===== src/rtl/mode_counter_pkg.sv =====
// Shared definitions for the mode_counter block: the Mode encodings
// used by the top and by anything that drives it.
package mode_counter_pkg;

    typedef enum logic [1:0] {
        MODE_UP     = 2'b00,
        MODE_DOWN   = 2'b01,
        MODE_BOUNCE = 2'b10,
        MODE_HOLD   = 2'b11
    } mode_t;

endpackage


===== src/rtl/mode_counter_prescaler.sv =====
// Tick generator: divides enabled cycles by PRESCALE. En freezes the count
// without clearing it; Clr restarts the period from zero.
module mode_counter_prescaler #(
    parameter int PRESCALE = 1
) (
    input  logic Clock,
    input  logic Reset_n,
    input  logic En,
    input  logic Clr,
    output logic Tick
);

    generate
        if (PRESCALE <= 1) begin : g_direct
            // Every enabled cycle is a tick; nothing to store.
            logic unused_ports;
            assign unused_ports = &{1'b0, Clock, Reset_n, Clr};
            assign Tick = En;
        end else begin : g_count
            localparam int CW = $clog2(PRESCALE);
            localparam logic [CW-1:0] LAST = CW'(PRESCALE - 1);
            localparam logic [CW-1:0] ONE  = CW'(1);

            logic [CW-1:0] count;

            always_ff @(posedge Clock or negedge Reset_n) begin
                if (!Reset_n) begin
                    count <= '0;
                end else if (Clr) begin
                    count <= '0;
                end else if (En) begin
                    count <= (count == LAST) ? '0 : count + ONE;
                end
            end

            assign Tick = En && (count == LAST);
        end
    endgenerate

endmodule


===== src/rtl/mode_counter.sv =====
// Prescaled up/down/bounce counter with load, wrap/saturate selection and
// a registered terminal-count pulse; Q/Dir/Tc drive pins directly.
module mode_counter
    import mode_counter_pkg::*;
#(
    parameter int              WIDTH    = 4,
    parameter logic [WIDTH-1:0] MAX     = {WIDTH{1'b1}},
    parameter int              PRESCALE = 1
) (
    input  logic             Clock,
    input  logic             Reset_n,
    input  logic             En,
    input  logic             Load,
    input  logic [WIDTH-1:0] D,
    input  logic [1:0]       Mode,
    input  logic             Wrap,
    output logic [WIDTH-1:0] Q,
    output logic             Tc,
    output logic             Dir
);

    localparam logic [WIDTH-1:0] MAXV = MAX;
    localparam logic [WIDTH-1:0] ONE  = WIDTH'(1);

    // Widened compare keeps the clamp meaningful even when MAX is all ones.
    function automatic logic [WIDTH-1:0] clamp_load(input logic [WIDTH-1:0] v);
        return ({1'b0, v} > {1'b0, MAXV}) ? MAXV : v;
    endfunction

    function automatic logic [WIDTH-1:0] step_up(input logic [WIDTH-1:0] v);
        return v + ONE;
    endfunction

    function automatic logic [WIDTH-1:0] step_down(input logic [WIDTH-1:0] v);
        return v - ONE;
    endfunction

    logic             tick;
    mode_t            mode_sel;
    logic [WIDTH-1:0] q_next;
    logic             dir_next;
    logic             tc_next;

    assign mode_sel = mode_t'(Mode);

    mode_counter_prescaler #(
        .PRESCALE (PRESCALE)
    ) u_prescaler (
        .Clock   (Clock),
        .Reset_n (Reset_n),
        .En      (En),
        .Clr     (Load),
        .Tick    (tick)
    );

    always_comb begin
        q_next   = Q;
        dir_next = Dir;
        tc_next  = 1'b0;
        if (Load) begin
            q_next = clamp_load(D);
            if (mode_sel == MODE_UP) begin
                dir_next = 1'b0;
            end else if (mode_sel == MODE_DOWN) begin
                dir_next = 1'b1;
            end
        end else if (tick) begin
            case (mode_sel)
                MODE_UP: begin
                    dir_next = 1'b0;
                    if (Q == MAXV) begin
                        q_next  = Wrap ? '0 : MAXV;
                        tc_next = 1'b1;
                    end else begin
                        q_next = step_up(Q);
                    end
                end
                MODE_DOWN: begin
                    dir_next = 1'b1;
                    if (Q == '0) begin
                        q_next  = Wrap ? MAXV : '0;
                        tc_next = 1'b1;
                    end else begin
                        q_next = step_down(Q);
                    end
                end
                MODE_BOUNCE: begin
                    // A zero-length range has nowhere to bounce to.
                    if (MAXV == '0) begin
                        q_next  = '0;
                        tc_next = 1'b1;
                    end else if (!Dir) begin
                        if (Q == MAXV) begin
                            q_next   = step_down(MAXV);
                            dir_next = 1'b1;
                            tc_next  = 1'b1;
                        end else begin
                            q_next = step_up(Q);
                        end
                    end else begin
                        if (Q == '0) begin
                            q_next   = ONE;
                            dir_next = 1'b0;
                            tc_next  = 1'b1;
                        end else begin
                            q_next = step_down(Q);
                        end
                    end
                end
                default: begin
                    q_next   = Q;
                    dir_next = Dir;
                end
            endcase
        end
    end

    always_ff @(posedge Clock or negedge Reset_n) begin
        if (!Reset_n) begin
            Q   <= '0;
            Dir <= 1'b0;
            Tc  <= 1'b0;
        end else begin
            Q   <= q_next;
            Dir <= dir_next;
            Tc  <= tc_next;
        end
    end

endmodule


===== config.mk =====
export PLATFORM = sky130hd
export DESIGN_NAME = mode_counter
export DESIGN_NICKNAME = d
export VERILOG_FILES = /design/src/rtl/mode_counter_pkg.sv /design/src/rtl/mode_counter_prescaler.sv /design/src/rtl/mode_counter.sv
export SDC_FILE = /design/constraint.sdc
export NUM_CORES = 1
export LEC_CHECK = 0
export CORE_MARGIN = 2
export CORE_UTILIZATION = 49
export DETAILED_ROUTE_END_ITERATION = 12
export GPL_TIMING_DRIVEN = 0
export PLACE_DENSITY = 0.85
export SLEW_MARGIN = 20
export SYNTH_ARGS = -nofsm -noshare
export SYNTH_HDL_FRONTEND = slang
export SYNTH_SLANG_ARGS = --single-unit

===== constraint.sdc =====
create_clock -name Clock -period 2.32 [get_ports Clock]
set_clock_uncertainty 0.2 [all_clocks]
set_input_delay 0.232 -clock Clock [delete_from_list [all_inputs] [get_ports Clock]]
set_output_delay 0.232 -clock Clock [all_outputs]
set_load 0.01 [all_outputs]

Yosys cells after proc, flatten, opt, wreduce, memory -nomap -nowiden
Cells that the tools add are included.
{"block": "totals", "reg_bits": 6, "output_inout_bits": 6}
{"block": "classes", "n_addsub": 2, "eq_ne": 4, "muxes": 23, "n_reduce_logical": 7}
{"operator": "4-bit two-way mux", "count": 9}
{"operator": "4-bit case mux with 3 select lines", "count": 1}
{"operator": "1-bit two-way mux", "count": 11}
{"operator": "1-bit case mux with 3 select lines", "count": 2}
{"operator": "4-bit by 1-bit adder with 4-bit output (second input constant)", "count": 1}
{"operator": "4-bit equality test (second input constant)", "count": 1}
{"operator": "4-bit logical NOT", "count": 1}
{"operator": "4-bit nonzero test", "count": 1}
{"operator": "4-bit by 1-bit subtractor with 4-bit output (second input constant)", "count": 1}
{"operator": "3-bit by 1-bit != test with 1-bit output (second input constant)", "count": 1}
{"operator": "3-bit AND reduction", "count": 1}
{"operator": "3-bit nonzero test", "count": 1}
{"operator": "2-bit by 1-bit equality test with 1-bit output (second input constant)", "count": 1}
{"operator": "2-bit equality test (second input constant)", "count": 1}
{"operator": "2-bit logical NOT", "count": 1}
{"operator": "2-bit AND reduction", "count": 1}
{"operator": "2-bit nonzero test", "count": 1}

Logic depth before layout (Yosys ltp)
Gate-level depths: netlist of the first run.
{"block": "depth", "ltp_word": 6, "mapped_depth": 7}

By module
From an unflattened synthesis of the first run, not the netlist that was laid out.
{"block": "unflattened", "cells_unflattened": 99, "hier_area_um2": 775.7}
{"mod": "mode_counter", "n_inst": 1, "cells_per_inst": 98, "area_each_um2": 768.2, "seq_area_each_um2": 150.1}
{"mod": "mode_counter_prescaler", "n_inst": 1, "cells_per_inst": 1, "area_each_um2": 7.5, "seq_area_each_um2": 0.0}

Worst setup path after synthesis of the first run
Ideal clock, no wire load.
{"block": "synth_path", "path_type": "reg-to-reg", "start": "reg Q[0]", "end": "reg Q[1]", "arrival_time_ps": 1750, "slack_ps": 244, "path_stages_with_launch": 7, "period_less_slack_ps": 2076, "path_cell_list": "dfrtp_1 inv_1 ha_1 or3b_1 o21a_1 a221oi_2 o31ai_1"}
{"block": "synth_between", "elab_chain_cells": 6, "elab_cells_between_ends": 12, "classes_between": "add/sub: 2; eq/ne: 1; mux: 8; reduce/logical: 1"}
{"element": "start, declared", "line": "mode_counter.sv:17", "text": "output logic [WIDTH-1:0] Q,"}
{"element": "start signal, assigned", "line": "mode_counter.sv:124", "text": "Q <= q_next;"}
{"element": "4-bit by 1-bit adder with 4-bit output (tied with other cells)", "line": "mode_counter.sv:31", "text": "return v + ONE;"}
{"element": "4-bit two-way mux (on tied branches)", "line": "mode_counter.sv:93, mode_counter.sv:101"}
{"element": "4-bit two-way mux", "line": "mode_counter.sv:92", "text": "end else if (!Dir) begin"}
{"element": "4-bit case mux with 3 select lines *", "line": "mode_counter.sv:68", "text": "case (mode_sel)"}
{"element": "4-bit two-way mux *", "line": "mode_counter.sv:67", "text": "end else if (tick) begin"}
{"element": "4-bit two-way mux *", "line": "mode_counter.sv:60", "text": "if (Load) begin"}
Mark *: on every way between the ends. The rest lies on a longest branch, timed or not. The select of a mux whose other input is x is not followed.
A chain may end at the register's enable or synchronous reset.

Worst setup path after layout of the first run
{"block": "layout_path", "start": "reg Q[1]", "end": "reg Q[1]"}
Same word-level chain as after synthesis.

==> impl_summary.md, run 1 <==
Route
The routed wire length is around 2100 um. The routed layout has 874 vias. The first routing iteration left 22 violations. The via-per-instance ratio is about 6.4. The final routed wire length divided by cell count is between 15 and 20 um. The count of TritonRoute iterations in the first routing pass is 4. The detail route stage leaves a number of antenna-violating nets equal to 0. In the routed design, unresolved DRC markers number 0.

Setup path
Walking the worst path, the cells encountered are inv_1, ha_2, or3b_1, o21a_1, a221oi_2, o31ai_1. The critical path data arrival time is 2130 ps. The critical path's largest stage delay is around 460 ps. The launch point of the worst reg-to-reg path is Q[1]$_DFFE_PN0P_. The type of the worst setup path is reg2reg.

Counting cells, the worst reg-to-reg path comes to 6. The worst setup path is captured at a register. Across all register-to-register paths, the minimum setup slack is between 100 and 150 ps. The peak fanout along the critical path is 10. The endpoint of the worst-slack reg-to-reg timing path is Q[1]$_DFFE_PN0P_. The startpoint class of the critical path is a register. The critical path's slowest cell is dfrtp_2. For the worst setup path, the data required time is 2230 ps.

Power and ir drop
The internal power of the cells is 303 uW. The combinational cell fraction of total power is 51.8%. The net load switching power is 196 uW. The share of total power dissipated in sequential elements is about 30%. The part of the total power dissipated in the clock network is between 10% and 20%. The worst-case IR drop observed on VDD is 0.000330 V.

In this run switching power makes up around 40% of total power. The leakage power summed over all cells is 0.000407 uW. The cell area power density is 501 nW/um^2.

STA
The number of pins with negative max-slew slack in the final report is 0. The count of endpoints failing setup in the final report is 0. For the pin with the worst max-slew slack, the measured transition is between 400 and 500 ps. The portion of the clock cycle consumed by the worst path in the final layout is between 90% and 100%.

The normalized max-slew margin is a little under three quarters. The count of endpoints failing hold in the final timing report is 0. The sum of negative setup slack is 0 ps. Hold timing on the final database bottoms out at a slack of approximately 34 ps. The worst path in the final design needs a cycle of approximately 2200 ps, including I/O delays and setup. In the post-route analysis, the smallest setup slack over all paths is around 110 ps. Setup repair after global routing left no endpoint under its margin. Based on the critical path, the design can be clocked at up to between 0.4 and 0.5 GHz.

Global route
The initial antenna violation count is 0. The global-route wire length before repair is 3350 um. After global routing the overflow that remains totals 0. The pin count of the biggest net entering global routing is 12. For this run, the total global-route usage over all layers was measured as between 20 and 25%. The via count of the first global-routing pass is 801.

Synthesis
In the post-synthesis netlist, the biggest area contributors are dfrtp_1 (19%), ha_1 (9.5%), a31oi_1 (5.5%). The proportion of netlist area held by the largest area contributor is between 10% and 20%. The number of nets handed over by synthesis was between 100 and 150. In this run the cell area of the synthesized design comes to 792 sq um. The proportion of register bits with asynchronous set or reset after synthesis is 100%. Counting flops with a built-in enable in the synthesized netlist gives 0. The total of flip-flops plus latches after synthesis is 6. In the synthesized netlist the dominant register cell turns out to be dfrtp_1. The synthesized netlist contains 38 unique library cells. The share of the yosys chip area belonging to registers is 19.0%. The gate count of the mapped netlist is roughly 100. The largest area contributor in the netlist is dfrtp_1. The average size of a mapped cell is 7.69 sq um. In the synthesized netlist, the cells that appear most often are inv_1 (8), a31oi_1 (7), nand2b_1 (7), o21ai_0 (7). The most repeated cell in the gate-level netlist after synthesis is inv_1. The synthesis warning total is 0.

Cells and area
The number of antenna diodes in the final layout is 0. The final layout net count is 140. The share of final-layout standard cells stronger than drive strength 1 is 11.6%. After the flow finishes, the layout carries non-filler instances totaling roughly 140.

The utilization of the core after routing is 66.1%. The area added between synthesis and finish is 25.8%.

CTS
After clock tree synthesis, the clock-pin slew on the worst setup and hold paths is 50 ps. The TritonCTS clock tree is yes. CTS built an H-tree with a depth of 1. For this design, the sink count on the clock tree is 6. The later pin in the worst-skew pair is clocked with a latency of roughly 240 ps. CTS placed an instance of clkbuf_4 at the clock tree root. The number of clock buffers added by TritonCTS is 3. The deepest clock path buffer count is 2.

Floorplanning
The starting density of the core is a little over half. The die footprint is 1950 sq um. In this run the count of I/O pins placed on the die edge is 17. The horizontal die dimension is 44.2 um. The number of placement rows is 14. The floorplan step set the die height to 44.2 um. The floorplan core area is 1510 sq um.

Place
In this run, placement finished with an instance count of 135. At the end of routability-driven placement, the weighted congestion stood at 0.931. Timing analysis after detailed placement gives a worst setup slack of -163 ps. Summed over all nets, the half-perimeter wirelength after detailed placement is 1640 um.

During placement, the flow inserted port buffers numbering 16.

Job
The number of maximum-capacitance violations is 0.

Status
The run finished with clean final reports.

Hold path
The min-delay analysis places its worst path in the category in2async.
## critical path: cells and delay by family (launching register included)
| family | cells | cell delay, ps |
|---|---|---|
| buf+inv | 1 | 120 |
| compound gates | 3 | 670 |
| flops | 1 | 460 |
| simple gates | 1 | 410 |
| fa+ha+maj | 1 | 220 |
## through the flow
step,cell area (sq um),power (uW)
final,996,499
after global routing,996,537
after CTS,995,496
after detailed placement,972,400
after global placement,972,391
after floorplan,792,307
## cells in the final DEF (no fill, tap or decap), types with 3 or more instances in the layout
| cell type | Yosys | routed |
|---|---|---|
| nor2_1 | 4 | 4 |
| clkdlybuf4s50_1 | 0 | 16 |
| buf_2 | 3 | 3 |
| a21oi_1 | 4 | 4 |
| ha_1 | 6 | 5 |
| nor2b_1 | 4 | 4 |
| a22oi_1 | 3 | 3 |
| o21a_1 | 3 | 3 |
| o211ai_1 | 3 | 3 |
| o21ai_0 | 7 | 7 |
| a31oi_1 | 7 | 7 |
| nand2b_1 | 7 | 7 |
| o31ai_1 | 3 | 3 |
| clkbuf_4 | 0 | 3 |
| nand2_1 | 6 | 6 |
| a211o_1 | 3 | 3 |
| inv_1 | 8 | 7 |
| dfrtp_1 | 6 | 4 |
## repair_timing
item,4_1_cts,5_1_grt
hold buffers,0,0
setup endpoints to repair,0,3
resized for setup,0,4
endpoints found under the hold margin,0,0
setup buffers,0,0
## how the worst max path moves through the flow
stage,cells after the start,to,start
floorplan,6,Q[1]$_DFFE_PN0P_,Q[0]$_DFFE_PN0P_
CTS,6,Q[1]$_DFFE_PN0P_,Q[0]$_DFFE_PN0P_
finish,6,Q[1]$_DFFE_PN0P_,Q[1]$_DFFE_PN0P_
detailed placement,8,Q[3]$_DFFE_PN0P_,Mode[0]
global placement,8,Q[3]$_DFFE_PN0P_,Mode[0]
global route,6,Q[1]$_DFFE_PN0P_,Q[1]$_DFFE_PN0P_
## area by class of cell
cell class              instances  area [sq um]
plain buffers                   5          22.5
clock buffers                   3          22.5
fillers                       130           510
inverters                       8          30.0
multi-input cells              83           588
flip-flops and latches          6           153
well taps                      16          20.0
repair buffers                 16           160
## per-layer routing
| layer | routed length (um) | share of wire [%] | track usage [%] | vias to the layer above |
|---|---|---|---|---|
| met1 | 898 | 43 | 27.6 | 404 |
| li1 | - | - | - | 426 |
| met2 | 1030 | 49 | 38.8 | 36 |
| met5 | 0 | 0 | 0 | - |
| met3 | 94 | 4.5 | 5.71 | 8 |
| met4 | 57 | 2.7 | 9.70 | 0 |
## sequential cells by signal, indices dropped and copies added, names as in the netlist
name  cells
Dir       1
Q         4
Tc        1
## power by group through the flow
stage | clock, uW | sequential (uW) | combinational [uW]
finish | 93.7 | 147 | 258
global route | 105 | 151 | 281
CTS | 95.6 | 146 | 254
detailed placement | 0 | 147 | 252
global placement | 0 | 146 | 245
floorplan | 0 | 145 | 162
## cell families (layout without fill, tap and decap cells)
family	after synthesis	after routing	synth area share [%]
fa+ha+maj	6	6	9.48
compound gates	43	43	39.2
buf+inv	14	32	7.11
flops	6	6	19.0
simple gates	34	34	25.3
(Power assumes the default switching activity.)
==> run 2, diff against run 1 <==
--- a/config.mk
+++ b/config.mk
@@ -8,7 +8,6 @@
 export CORE_MARGIN = 2
 export CORE_UTILIZATION = 49
 export DETAILED_ROUTE_END_ITERATION = 12
-export GPL_TIMING_DRIVEN = 0
 export PLACE_DENSITY = 0.85
 export SLEW_MARGIN = 20
 export SYNTH_ARGS = -nofsm -noshare
==> constraint.sdc (replaced) <==
create_clock -name Clock -period 2.45 [get_ports Clock]
set_clock_uncertainty 0.2 [all_clocks]
set_input_delay 0.245 -clock Clock [delete_from_list [all_inputs] [get_ports Clock]]
set_output_delay 0.245 -clock Clock [all_outputs]
set_load 0.01 [all_outputs]
==> impl_summary.md, run 2 (synthesis results as in run 1) <==
Floorplanning
The starting density of the core came to 52.6% (unchanged). The number of top-level pins is 17 (unchanged). The number of placement rows came to 14 (unchanged). The horizontal die dimension is 44.2 um (unchanged). The height of the die is 44.2 um (unchanged). The die footprint came to 1950 sq um (unchanged).

The floorplan core area is 1510 sq um (unchanged).

Cells and area
The flip-flop count of the largest register after layout is 4 (unchanged). The total inserted antenna cells is 0 (unchanged). The largest registers in the layout are Q (4), Dir (1), Tc (1). The top cell types in the final layout, fill and taps aside, are clkdlybuf4s50_1 (16), inv_1 (8), o21ai_0 (7), nand2b_1 (7), a31oi_1 (7). The summed area of non-filler cells in the final layout is 1010 sq um (+1.0%). The final layout net count was 140 (unchanged). The share of final-layout standard cells stronger than drive strength 1 is 9.92% (-1.7 points). The library cell used most frequently in the layout, excluding fill and tap cells, is clkdlybuf4s50_1. The register with the most flip-flops in the final layout is Q. The area added between synthesis and finish is 27.0%. The post-layout instance count excluding filler cells is 137 (unchanged).

CTS
The clock buffer count from CTS is 3 (unchanged). TritonCTS built the clock tree. The total of cells resized after clock tree synthesis came to 0 (unchanged).

The number of buffers inserted by post-CTS setup repair came to 0 (unchanged). The number of sinks driven by the clock tree is 6 (unchanged). CTS placed an instance of clkbuf_4 at the clock tree root. The deepest clock path buffer count was 2 (unchanged). The CTS H-tree depth came to 1 (unchanged). The number of buffers inserted by hold repair at cts was 0 (unchanged). The clock slew at the register clock pins of the worst setup and hold paths was 40 ps (about the same). The clock latency at the later pin of the worst-skew pair is 240 ps (about the same).

Place
The post-detailed-placement half-perimeter wirelength was 1520 um (-7.6%). The total instance count after detailed placement was 134 (-0.74%). The placed standard-cell area is 983 sq um (+1.2%). The global placer's final weighted congestion is 0.895 (-3.9%). The count of buffers inserted at the top-level ports is 16 (unchanged).

Route
The count of TritonRoute iterations in the first routing pass was 5 (+1). The final routed wire length divided by cell count came to 14.2 um (-6.3%). The routed wire length was 1950 um (-6.3%). The number of design rule violations left after detail routing is 0 (unchanged). The vias after detailed routing is 869 (-0.57%).

The first-iteration detailed-routing DRC count was 64 (+190%). The remaining antenna violation count after routing is 0 (unchanged). The via-per-instance ratio was 6.34 (-0.57%).

Setup path
The type of the worst setup path is reg2reg. The critical path's largest stage delay is 420 ps (-40 ps). The startpoint identified for the worst register-to-register timing path is Q[1]$_DFFE_PN0P_. The worst setup path is captured at a register. The critical path data arrival time is 2020 ps (-110 ps). Walking the worst path, the cells encountered are buf_4, ha_1, and3_1, o311a_1, a221oi_2, o31ai_1. The startpoint class of the critical path is a register. The critical path's slowest cell is dfrtp_1. In this run the worst setup path begins at Q[1]$_DFFE_PN0P_. The peak fanout along the critical path is 9 (-1). The required time of the critical path is 2360 ps (+130 ps). The register-to-register path setup slack is 340 ps (+230 ps).

Power and ir drop
The net load switching power was 182 uW (-7.1%). The net switching share of the total power is 38.3% (-0.95 points). The leakage power summed over all cells is 0.000420 uW (+3.2%). The combinational cell fraction of total power is 51.7% (about the same). The sequential group share of total power is 29.7% (+0.2 points). The cell area power density is 472 nW/um^2 (-5.8%).

The maximum ir drop on the vdd rail is 0.000428 V (+30%). The internal power of the cells was 293 uW (-3.4%). The part of the total power dissipated in the clock network is 18.6% (-0.2 points).

STA
Setup repair after global routing left no endpoint under its margin. The final critical delay including setup and external delays is 2110 ps (-100 ps). The sum of negative setup slack was 0 ps (unchanged). The number of pins with negative max-slew slack in the final report came to 0 (unchanged). The count of endpoints failing hold in the final timing report is 0 (unchanged). The count of endpoints failing setup in the final report is 0 (unchanged). The pin slew with the least headroom to its limit was 419 ps (-17.8 ps). The normalized max-slew margin is 72.0% (+1.2 points).

The portion of the clock cycle consumed by the worst path in the final layout is 86.3% (-9.1 points). The peak clock frequency supported by timing is 0.473 GHz (+4.7%).

Global route
The remaining global-route overflow is 0 (unchanged). The via count of the first global-routing pass is 768 (-4.1%). The global-route wire length before repair came to 3330 um (-0.84%). The pin count of the biggest net entering global routing is 15 (+3). The initial antenna violation count came to 0 (unchanged). The total global-route track usage is 22.6% (-0.40 points).

Job
The number of maximum-capacitance violations is 0 (unchanged).

Hold path
The path class of the tightest hold or removal check is in2async.

Status
The run finished with clean final reports.
## run 2: cell count changes in the layout (fill, tap and decap cells not counted), sizes merged
cell,change
buf,+2
clkbuf,-2
## run 2: through the flow
step	setup slack, ps	util, %	hold WS [ps]	power [uW]
finish	336	66.8	43.9	475
global route	239	66.8	54.9	513
CTS	358	66.8	45.0	476
detailed placement	184	65.3	306	385
global placement	270	65.3	299	380
floorplan	374	-	-251	291
## run 2: power by group through the flow
stage	sequential [uW]	clock (uW)	combinational, uW
floorplan	137	0	154
global placement	141	0	239
detailed placement	142	0	243
CTS	140	92.1	244
global route	144	97.6	271
finish	141	88.4	246
## run 2: metal layers
layer / share of wire, % / track usage [%] / wire length (um)
met5: 0 / 0 / 0
met1: 43 / 30.7 / 830
met2: 50 / 37.1 / 965
met3: 7.0 / 6.12 / 136
met4: 0.72 / 2.42 / 14
## run 2: worst paths after layout
path	endpoint	cells after the start
hold reg to reg	Dir$_DFFE_PN0P_	2
max in group asynchronous	Q[3]$_DFFE_PN0P_	1
min in group Clock	Q[0]$_DFFE_PN0P_	3
setup / recovery	Q[1]$_DFFE_PN0P_	6
setup reg to reg	Q[1]$_DFFE_PN0P_	6
hold / removal	Q[0]$_DFFE_PN0P_	1
## run 2: critical path, delay by kind of cell, from the launching register on
kind	cells	cell delay [ps]
adders and majority gates	1	270
DFF	1	420
and+or+nand+nor	1	210
buffers and inverters	1	180
AOI/OAI and AO/OA	3	710
## run 2: final cells by class
cell class | count | area, sq um
multi-input cells | 83 | 586
fillers | 128 | 500
repair buffers | 21 | 198
flip-flops and latches | 6 | 150
inverters | 8 | 30.0
clock buffers | 3 | 22.5
well taps | 16 | 20.0
==> run 3, diff against run 2 <==
==> constraint.sdc (replaced) <==
create_clock -name Clock -period 2.45 [get_ports Clock]
set_clock_uncertainty 0.2 [all_clocks]
set_input_delay 0.245 -clock Clock [delete_from_list [all_inputs] [get_ports Clock]]
set_output_delay 0.245 -clock Clock [all_outputs]
set_load 0.05 [all_outputs]
==> impl_summary.md, run 3 (synthesis results as in run 1) <==
Status
The run finished with clean final reports.

Route
The routed wire length is 1970 um (+1.2%). The final routed wire length divided by cell count is 14.4 um (+1.2%). The count of TritonRoute iterations in the first routing pass is 4 (-1). The number of design rule violations left after detail routing is 0 (unchanged). The via-per-instance ratio was 6.28 (-0.92%).

The first-iteration detailed-routing DRC count came to 36 (-44%). The remaining antenna violation count after routing came to 0 (unchanged). The vias after detailed routing is 861 (-0.92%).

Setup path
The start point of the critical path is Q[3]$_DFFE_PN0P_. The number of cells traversed by the worst register-to-register path is 6 (unchanged). In this design, the largest share of critical-path delay is due to buffers and inverters.

The endpoint identified for the worst register-to-register timing path is Q[1]$_DFFE_PN0P_. Following the worst setup path forward leads to its endpoint at Q[3]. Traced cell by cell, the critical path runs through clkdlybuf4s50_1. The instance count on the critical path is 1 (-5). The critical path's largest stage delay is 890 ps (+470 ps). The required time of the critical path is 2010 ps (-350 ps). The critical path data arrival time is 1740 ps (-280 ps). The peak fanout along the critical path came to 18 (+9). The worst setup path is launched from a register. The critical path's slowest cell is clkdlybuf4s50_1. The worst register-to-register path begins at Q[1]$_DFFE_PN0P_. The critical path in this run is classified as reg2out. The count of buffer and inverter cells on the critical path came to 1 (unchanged). The worst setup path is captured at an output port. The register-to-register path setup slack is 310 ps (-30 ps).

Global route
The initial antenna violation count is 0 (unchanged). The global-route wire length before repair is 3170 um (-4.5%). The via count of the first global-routing pass is 736 (-4.2%).

The total global-route track usage is 21.7% (-0.90 points). The remaining global-route overflow is 0 (unchanged). The pin count of the biggest net entering global routing was 19 (+4).

Power and ir drop
The leakage power summed over all cells came to 0.000420 uW (about the same). The internal power of the cells is 293 uW (about the same). The part of the total power dissipated in the clock network is 16.9% (-1.7 points). The maximum ir drop on the vdd rail was 0.000424 V (-0.99%). The net load switching power is 220 uW (+21%).

The sequential group share of total power is 26.6% (-3.1 points). The cell area power density was 510 nW/um^2 (+8.0%). The combinational cell fraction of total power was 56.4% (+4.7 points). The net switching share of the total power came to 42.8% (+4.5 points).

CTS
The clock slew at the register clock pins of the worst setup and hold paths came to 40 ps (about the same). The number of buffers inserted by hold repair at cts is 0 (unchanged). The clock latency at the later pin of the worst-skew pair is 240 ps (about the same). The root buffer cell is clkbuf_4. The number of buffers inserted by post-CTS setup repair is 0 (unchanged).

The clock buffer count from CTS is 3 (unchanged). The deepest clock path buffer count is 2 (unchanged). The TritonCTS clock tree is yes.

The number of sinks driven by the clock tree is 6 (unchanged). The CTS H-tree depth came to 1 (unchanged). The total of cells resized after clock tree synthesis is 0 (unchanged).

Place
The global placer's final weighted congestion came to 0.901 (+0.77%). The count of buffers inserted at the top-level ports is 16 (unchanged). The post-detailed-placement half-perimeter wirelength was 1540 um (+1.5%).

Cells and area
The largest registers in the layout are Q (4), Dir (1), Tc (1). In the layout the commonest cells are clkdlybuf4s50_1 (16), inv_1 (8), o21ai_0 (7), nand2b_1 (7), a31oi_1 (7). The final layout net count was 140 (unchanged).

The flip-flop count of the largest register after layout came to 4 (unchanged). Leaving out fill and tap cells, the most frequent cell in the layout is clkdlybuf4s50_1. The utilization of the core after routing is 66.8% (unchanged). The total inserted antenna cells is 0 (unchanged). The area added between synthesis and finish is 27.0% (unchanged). The total of fill cells in the finished design was 137 (+7.0%). The share of final-layout standard cells stronger than drive strength 1 came to 9.92% (unchanged). The register bank with the most flops is Q.

Hold path
The class of the tightest hold or removal check is in2async.

STA
The count of endpoints failing hold in the final timing report is 0 (unchanged). The count of endpoints failing setup in the final report is 0 (unchanged). The normalized max-slew margin is 67.3% (-4.7 points).

Setup repair after global routing left no endpoint under its margin. The final critical delay including setup and external delays came to 2180 ps (+66.9 ps). The pin slew with the least headroom to its limit came to 489 ps (+69.5 ps). The sum of negative setup slack is 0 ps (unchanged). The portion of the clock cycle consumed by the worst path in the final layout was 89.0% (+2.7 points). The number of pins with negative max-slew slack in the final report was 0 (unchanged). The peak clock frequency supported by timing came to 0.459 GHz (-3.1%).

Floorplanning
The number of placement rows was 14 (unchanged). The height of the die is 44.2 um (unchanged). The floorplan core area is 1510 sq um (unchanged). The starting density of the core is 52.6% (unchanged). The die footprint is 1950 sq um (unchanged). The number of top-level pins came to 17 (unchanged). The horizontal die dimension is 44.2 um (unchanged).

Job
The number of maximum-capacitance violations is 0 (unchanged).
[run 3: power by group through the flow]
| stage | Sequential (uW) | Clock [uW] | Combinational (uW) |
|---|---|---|---|
| floorplan | 175 | 0 | 154 |
| global placement | 136 | 0 | 283 |
| detailed placement | 138 | 0 | 286 |
| CTS | 136 | 90.2 | 287 |
| global route | 140 | 99.2 | 313 |
| finish | 137 | 86.9 | 290 |
[run 3: layer usage]
layer	share of wire (%)	vias up	GRT usage, %
li1	-	427	-
met1	42	396	28.0
met2	50	38	37.9
met3	7.8	0	6.53
met4	0	0	0
met5	0	-	0
[run 3: worst min path at each step]
| stage | startpoint | endpoint | depth (start not counted) |
|---|---|---|---|
| 2_1_floorplan | Reset_n | Dir$_DFFE_PN0P_ | 0 |
| 3_3_place_gp | Reset_n | Q[1]$_DFFE_PN0P_ | 1 |
| 3_5_place_dp | Reset_n | Q[3]$_DFFE_PN0P_ | 1 |
| 4_1_cts | Reset_n | Q[0]$_DFFE_PN0P_ | 1 |
| 5_1_grt | Reset_n | Q[0]$_DFFE_PN0P_ | 1 |
| 6_report | Reset_n | Q[0]$_DFFE_PN0P_ | 1 |
[run 3: layout make-up]
class | count | area (sq um) | area share, %
multi-input combinational | 83 | 586 | 58.2
timing repair buffer | 21 | 198 | 19.7
sequential | 6 | 150 | 14.9
inverter | 8 | 30.0 | 2.99
clock buffer | 3 | 22.5 | 2.24
tap | 16 | 20.0 | 1.99
[run 3: through the flow]
| step | instances | hold slack (ps) | power (uW) | setup slack (ps) | cell area [sq um] |
|---|---|---|---|---|---|
| floorplan | 103 | -251 | 329 | 158 | 792 |
| global placement | 134 | 299 | 420 | 272 | 983 |
| detailed placement | 134 | 305 | 424 | 136 | 983 |
| CTS | 137 | 45.2 | 514 | 251 | 1010 |
| global route | 137 | 50.8 | 552 | 165 | 1010 |
| finish | 137 | 51.5 | 513 | 269 | 1010 |
